===== config.mk =====
export PLATFORM = sky130hd
export DESIGN_NAME = bomb_game_sched_flat
export DESIGN_NICKNAME = d
export VERILOG_FILES = /design/src/rtl/bomb_game_sched_if.sv /design/src/rtl/bomb_game_sched.sv /design/src/flat_wrapper.sv
export SDC_FILE = /design/constraint.sdc
export NUM_CORES = 1
export LEC_CHECK = 0
export ABC_CLOCK_PERIOD_IN_PS = 2650
export BUFFER_PORTS_ARGS = -buffer_cell sky130_fd_sc_hd__buf_2
export CAP_MARGIN = 25
export CORE_ASPECT_RATIO = 0.7
export CORE_MARGIN = 1
export CORE_UTILIZATION = 28
export CTS_CLUSTER_DIAMETER = 50
export DETAILED_ROUTE_END_ITERATION = 8
export GPL_TIMING_DRIVEN = 0
export PLACE_DENSITY = 0.46
export SLEW_MARGIN = 30
export SYNTH_ARGS = -nofsm -noshare
export SYNTH_HDL_FRONTEND = slang
export SYNTH_SLANG_ARGS = --single-unit
export TNS_END_PERCENT = 5

===== constraint.sdc =====
create_clock -name clk -period 2.65 [get_ports clk]
set_clock_uncertainty 0.1 [all_clocks]
set_input_delay 0.265 -clock clk [delete_from_list [all_inputs] [get_ports clk]]
set_output_delay 0.265 -clock clk [all_outputs]
set_load 0.05 [all_outputs]

===== src/rtl/bomb_game_sched_if.sv =====
// Signal bundle tying the game input stream, the cell-clearing engine and the result sink
// to the sequencer. The slave modport is the sequencer's view of the bundle.
interface bomb_game_sched_if #(
  parameter int ROWS  = 8,
  parameter int OUT_W = 7
);
  localparam int RW = $clog2(ROWS);

  logic            in_valid1;
  logic [ROWS-1:0] in;
  logic [ROWS-1:0] bomb;
  logic            in_valid2;
  logic [2*RW-1:0] hit;

  logic            ld_we;
  logic [RW-1:0]   ld_row;
  logic [ROWS-1:0] ld_map;
  logic [ROWS-1:0] ld_bomb;

  logic            eng_req;
  logic [2*RW-1:0] eng_hit;
  logic            eng_ack;
  logic [3:0]      eng_cleared;

  logic            out_valid;
  logic [OUT_W-1:0] out;

  modport master (
    output in_valid1, in, bomb, in_valid2, hit, eng_ack, eng_cleared,
    input  ld_we, ld_row, ld_map, ld_bomb, eng_req, eng_hit, out_valid, out
  );

  modport slave (
    input  in_valid1, in, bomb, in_valid2, hit, eng_ack, eng_cleared,
    output ld_we, ld_row, ld_map, ld_bomb, eng_req, eng_hit, out_valid, out
  );
endinterface


===== src/rtl/bomb_game_sched.sv =====
// Runs one bomb game: streams map/bomb rows to the engine loader, buffers the hits,
// issues them one per req/ack exchange and pulses the summed cleared-cell count.
module bomb_game_sched #(
  parameter int ROWS     = 8,
  parameter int NUM_HITS = 10,
  parameter int OUT_W    = 7
) (
  input logic              clk,
  input logic              rst,
  bomb_game_sched_if.slave bus
);
  localparam int RW = $clog2(ROWS);
  localparam int HW = 2 * RW;
  localparam int PW = $clog2(NUM_HITS);
  localparam int CW = $clog2(NUM_HITS + 1);

  typedef enum logic [2:0] {IDLE, LOAD, ISSUE, WAIT, DONE} state_t;

  state_t           state;
  state_t           state_nxt;
  logic [HW-1:0]    fifo [NUM_HITS];
  logic [PW-1:0]    wr_ptr;
  logic [PW-1:0]    rd_ptr;
  logic [CW-1:0]    count;
  logic [CW-1:0]    acks;
  logic [RW-1:0]    row_idx;
  logic [OUT_W-1:0] acc;
  logic [OUT_W-1:0] acc_nxt;
  logic             row_take;
  logic             issue;
  logic             accept;
  logic             last_ack;
  logic             push;

  function automatic logic [PW-1:0] ptr_inc(input logic [PW-1:0] p);
    return (p == PW'(NUM_HITS - 1)) ? '0 : p + PW'(1);
  endfunction

  always_ff @(posedge clk) begin
    if (rst) state <= IDLE;
    else     state <= state_nxt;
  end

  always_comb begin
    state_nxt = state;
    row_take  = 1'b0;
    issue     = 1'b0;
    accept    = 1'b0;
    last_ack  = (acks == CW'(NUM_HITS - 1));
    case (state)
      IDLE, LOAD: begin
        if (bus.in_valid1) begin
          row_take  = 1'b1;
          state_nxt = (row_idx == RW'(ROWS - 1)) ? ISSUE : LOAD;
        end
      end
      ISSUE: begin
        if (count != '0) begin
          issue     = 1'b1;
          state_nxt = WAIT;
        end
      end
      WAIT: begin
        // eng_req is always high here, so acks seen in any other state are ignored
        if (bus.eng_ack) begin
          accept    = 1'b1;
          state_nxt = last_ack ? DONE : ISSUE;
        end
      end
      DONE:    state_nxt = IDLE;
      default: state_nxt = IDLE;
    endcase
  end

  assign push    = bus.in_valid2 && (state != DONE) && (count != CW'(NUM_HITS));
  assign acc_nxt = acc + OUT_W'(bus.eng_cleared);

  always_ff @(posedge clk) begin
    if (rst) begin
      row_idx <= '0;
      wr_ptr  <= '0;
      rd_ptr  <= '0;
      count   <= '0;
      acks    <= '0;
      acc     <= '0;
      for (int i = 0; i < NUM_HITS; i++) fifo[i] <= '0;
      bus.ld_we     <= 1'b0;
      bus.ld_row    <= '0;
      bus.ld_map    <= '0;
      bus.ld_bomb   <= '0;
      bus.eng_req   <= 1'b0;
      bus.eng_hit   <= '0;
      bus.out_valid <= 1'b0;
      bus.out       <= '0;
    end else begin
      bus.ld_we <= row_take;
      if (row_take) begin
        bus.ld_row  <= row_idx;
        bus.ld_map  <= bus.in;
        bus.ld_bomb <= bus.bomb;
        row_idx     <= row_idx + RW'(1);
      end

      if (push) begin
        fifo[wr_ptr] <= bus.hit;
        wr_ptr       <= ptr_inc(wr_ptr);
      end
      if (accept) rd_ptr <= ptr_inc(rd_ptr);
      count <= count + CW'(push) - CW'(accept);

      // The ISSUE cycle doubles as the mandatory low gap on eng_req between hits
      if (issue) begin
        bus.eng_req <= 1'b1;
        bus.eng_hit <= fifo[rd_ptr];
      end
      if (accept) begin
        bus.eng_req <= 1'b0;
        acc         <= acc_nxt;
        acks        <= acks + CW'(1);
      end

      bus.out_valid <= accept && last_ack;
      bus.out       <= (accept && last_ack) ? acc_nxt : '0;

      if (state == DONE) begin
        row_idx <= '0;
        wr_ptr  <= '0;
        rd_ptr  <= '0;
        count   <= '0;
        acks    <= '0;
        acc     <= '0;
      end
    end
  end
endmodule


===== src/flat_wrapper.sv =====
// flat-port wrapper written by rule: the top's interface ports become plain ports
module bomb_game_sched_flat 
#(
  parameter int ROWS     = 8,
  parameter int NUM_HITS = 10,
  parameter int OUT_W    = 7
)
  (clk, rst, bus_in_valid1, bus_in, bus_bomb, bus_in_valid2, bus_hit, bus_eng_ack, bus_eng_cleared, bus_ld_we, bus_ld_row, bus_ld_map, bus_ld_bomb, bus_eng_req, bus_eng_hit, bus_out_valid, bus_out);
  bomb_game_sched_if #(.ROWS(ROWS), .OUT_W(OUT_W)) bus_i ();
  input logic clk;
  input logic rst;
  input wire logic [$bits(bus_i.in_valid1)-1:0] bus_in_valid1;
  input wire logic [$bits(bus_i.in)-1:0] bus_in;
  input wire logic [$bits(bus_i.bomb)-1:0] bus_bomb;
  input wire logic [$bits(bus_i.in_valid2)-1:0] bus_in_valid2;
  input wire logic [$bits(bus_i.hit)-1:0] bus_hit;
  input wire logic [$bits(bus_i.eng_ack)-1:0] bus_eng_ack;
  input wire logic [$bits(bus_i.eng_cleared)-1:0] bus_eng_cleared;
  output wire logic [$bits(bus_i.ld_we)-1:0] bus_ld_we;
  output wire logic [$bits(bus_i.ld_row)-1:0] bus_ld_row;
  output wire logic [$bits(bus_i.ld_map)-1:0] bus_ld_map;
  output wire logic [$bits(bus_i.ld_bomb)-1:0] bus_ld_bomb;
  output wire logic [$bits(bus_i.eng_req)-1:0] bus_eng_req;
  output wire logic [$bits(bus_i.eng_hit)-1:0] bus_eng_hit;
  output wire logic [$bits(bus_i.out_valid)-1:0] bus_out_valid;
  output wire logic [$bits(bus_i.out)-1:0] bus_out;
  assign bus_i.in_valid1 = bus_in_valid1;
  assign bus_i.in = bus_in;
  assign bus_i.bomb = bus_bomb;
  assign bus_i.in_valid2 = bus_in_valid2;
  assign bus_i.hit = bus_hit;
  assign bus_i.eng_ack = bus_eng_ack;
  assign bus_i.eng_cleared = bus_eng_cleared;
  assign bus_ld_we = bus_i.ld_we;
  assign bus_ld_row = bus_i.ld_row;
  assign bus_ld_map = bus_i.ld_map;
  assign bus_ld_bomb = bus_i.ld_bomb;
  assign bus_eng_req = bus_i.eng_req;
  assign bus_eng_hit = bus_i.eng_hit;
  assign bus_out_valid = bus_i.out_valid;
  assign bus_out = bus_i.out;
  bomb_game_sched #(.ROWS(ROWS), .NUM_HITS(NUM_HITS), .OUT_W(OUT_W)) u_core (.clk(clk), .rst(rst), .bus(bus_i));
endmodule

==> results.yml <==
detailed_routing:
  routed_wl_um: 17800
  vias_per_cell: 4.63
  first_iter_violations: 330
  vias: 4599
  wl_per_cell_um: 17.9
  drc: 0
  ant_nets: 0
  first_pass_iters: 6
power:
  swShare_pct: 24.5
  p_clk_share_pct: 45.2
  power_mw: 5.81
  p_leak_nw: 3.15
  vdd_drop_max_uv: 465
  power_density_nw_per_um2: 687
  share_seq_of_total_power_pct: 47.4
  comb_power_share_pct: 7.5
  intPower_mw: 4.38
  power.switching_mw: 1.42
grt:
  grt_max_degree: 17
  grt_pass1_wl_um: 27200
  antenna_found_initial: 0
  grt_usage_pct: 14.8
  grt_pass1_vias: 4517
  grt-ovfl-total: 0
final_layout:
  num-fill-cells: 2385
  final_nets: 709
  final_cell_area_um2: 8450
  final_common_cell: "edfxtp_1"
  insertedDiodeCount: 0
  multi_input_area_um2: 2550
  final_layout_size_suffix_gt1_share_pct: 23.7
  seq_area_um2: 4160
  syn_to_final_growth_pct: 22.0
  final_cells: 993
  final_cell_mix: "edfxtp_1, buf_2, nand2_1, dfxtp_1, nor2_1"
logic_synthesis:
  ys_seq_area_share_pct: 60.1
  synth-async-reset-ratio_pct: 0
  syn_area_um2: 6930
  ys.flop_type: "edfxtp_1"
  synth_cells: 562
  ys_warn_count: 0
  ys_types: 54
  synth_edf_count: 96
  synth_nets: 609
  syn_avg_cell_area_um2: 12.3
  synth_seq_cells: 160
timing:
  slew_headroom_pct: 48.4
  fin_crit_sh_pct: 95.5
  setup_tns_ps: 0
  finalHoldViolations: 0
  tightest_slew_ps: 774
  min_period_ps: 2530
  rsz0062_at_grt: "no"
  setup_viol: 0
  finalMaxSlewViolations: 0
  timing.fmax_mhz: 395
  fin_ws_ps: 119
clocking:
  cts_tree: "yes"
  numCtsBuffers: 17
  numClockSinks: 160
  cts_setup_buffers: 0
  cts_buffer_depth: 2
  clk-insertion-delay-late_ps: 440
  cts_root_buf: "clkbuf_16"
  htree_num_levels: 4
  clkSlewWorstSetupHoldPaths_ps: 70
place:
  post-place-ws_ps: 79.9
  port_buffers: 65
  hpwl_um: 12700
  routabilityCongestion: 0.786
  placed_area_um2: 7650
  placed_cells: 945
critical_path:
  path_class: "register to register"
  worstSetupEndpointType: "register"
  worstPathArrival_ps: 2730
  crit_fanout: 10
  worstPathRequired_ps: 2850
  start_kind: "register"
floorplanning:
  die_h_um: 134
  pin_count: 66
  die-width_um: 190
  coreArea_um2: 23900
  rows: 47
  start_util_pct: 28.9
  dieArea_um2: 25400
run_status:
  status: "finished, final reports clean"
hold_path:
  hold_class: "input pin to register"
job:
  cap_violations: 0
[layout make-up]
cell class | instances | area share (%)
flip-flops and latches | 160 | 49.3
multi-input cells | 350 | 30.1
repair buffers | 81 | 5.74
clock buffers | 17 | 5.03
well taps | 318 | 4.71
clock inverters | 15 | 2.34
plain buffers | 26 | 1.60
inverters | 26 | 1.15
[flip-flops by register name (all words and copies together) (netlist names)]
register	cells
u_core.acc	7
u_core.acks	4
u_core.bus.eng_hit	6
u_core.bus.eng_req	1
u_core.bus.ld_bomb	8
u_core.bus.ld_map	8
u_core.bus.ld_row	3
u_core.bus.ld_we	1
u_core.bus.out	7
u_core.bus.out_valid	1
u_core.count	4
u_core.fifo	96
u_core.rd_ptr	4
u_core.row_idx	3
u_core.state	3
u_core.wr_ptr	4
[routing by layer]
layer | vias to the layer above | global-route usage (%) | routed length, um
li1 | 2180 | - | -
met1 | 2270 | 22.2 | 8960
met2 | 130 | 20.6 | 7530
met3 | 19 | 3.50 | 1080
met4 | 0 | 4.93 | 226
met5 | - | 0 | 0
[power groups by stage]
stage                     sequential, mW  clock (mW)  combinational (mW)
after CTS                           2.75        2.68               0.437
after global placement              2.80           0               0.408
after floorplan                     2.85           0               0.226
after detailed placement            2.80           0               0.416
after global routing                2.76        2.78               0.479
final                               2.75        2.62               0.435
[cell families (layout without fill, tap and decap cells)]
logic type	Yosys count	count (layout)	share of synthesized area, %
buf+inv	52	165	3.36
fa+ha+maj	16	16	3.11
compound gates	56	56	4.80
simple gates	224	224	17.0
mux	36	36	9.39
xor+xnor	18	18	2.28
flops	160	160	60.1
[through the flow]
step / util (%) / hold slack, ps
2_1_floorplan: - / 301
3_3_place_gp: 32.0 / 342
3_5_place_dp: 32.0 / 348
4_1_cts: 35.2 / 40.6
5_1_grt: 35.3 / 45.6
6_report: 35.3 / 57.1
[cells in the mapped netlist (4+ instances only)]
cell type | count | area, um2
and2_1 | 42 | 263
mux4_2 | 23 | 518
nor2b_1 | 5 | 31.3
nor2_1 | 55 | 206
a211oi_1 | 4 | 30.0
or2_2 | 6 | 37.5
ha_1 | 14 | 175
clkbuf_1 | 12 | 45.0
xor2_1 | 6 | 52.6
a21oi_1 | 31 | 155
nand3b_1 | 9 | 67.6
dfxtp_1 | 64 | 1280
o21ai_0 | 7 | 35.0
nand3_1 | 7 | 35.0
inv_1 | 24 | 90.1
o221ai_1 | 5 | 43.8
buf_2 | 9 | 45.0
nand2_1 | 64 | 240
mux2i_1 | 11 | 110
xnor2_1 | 12 | 105
nand2b_1 | 7 | 43.8
edfxtp_1 | 96 | 2880
[repair_timing]
item / 4_1_cts / 5_1_grt
resized for setup: 0 / 4
endpoints found under the hold margin: 16 / 0
hold buffers: 16 / 0
endpoints found under the setup margin: 0 / 21
[path summary, 6_finish.rpt]
kind	startpoint	endpoint	slack [ps]	depth (start not counted)
max	u_core.rd_ptr[2]	u_core.bus.eng_hit[0]	120	5
min	bus_in_valid1	u_core.state[1]	60	3
max reg2reg	u_core.rd_ptr[2]	u_core.bus.eng_hit[0]	120	5
min reg2reg	u_core.bus.ld_map[0]	u_core.bus.ld_map[0]	360	2
[worst max-delay path, cell delays in order (launching register included)]
cell	delay (ps)
dfxtp_1	390
buf_4	230
clkbuf_1	610
mux4_2	400
mux2i_1	470
o221ai_1	180
No activity file was read; power rests on OpenSTA's default activity.
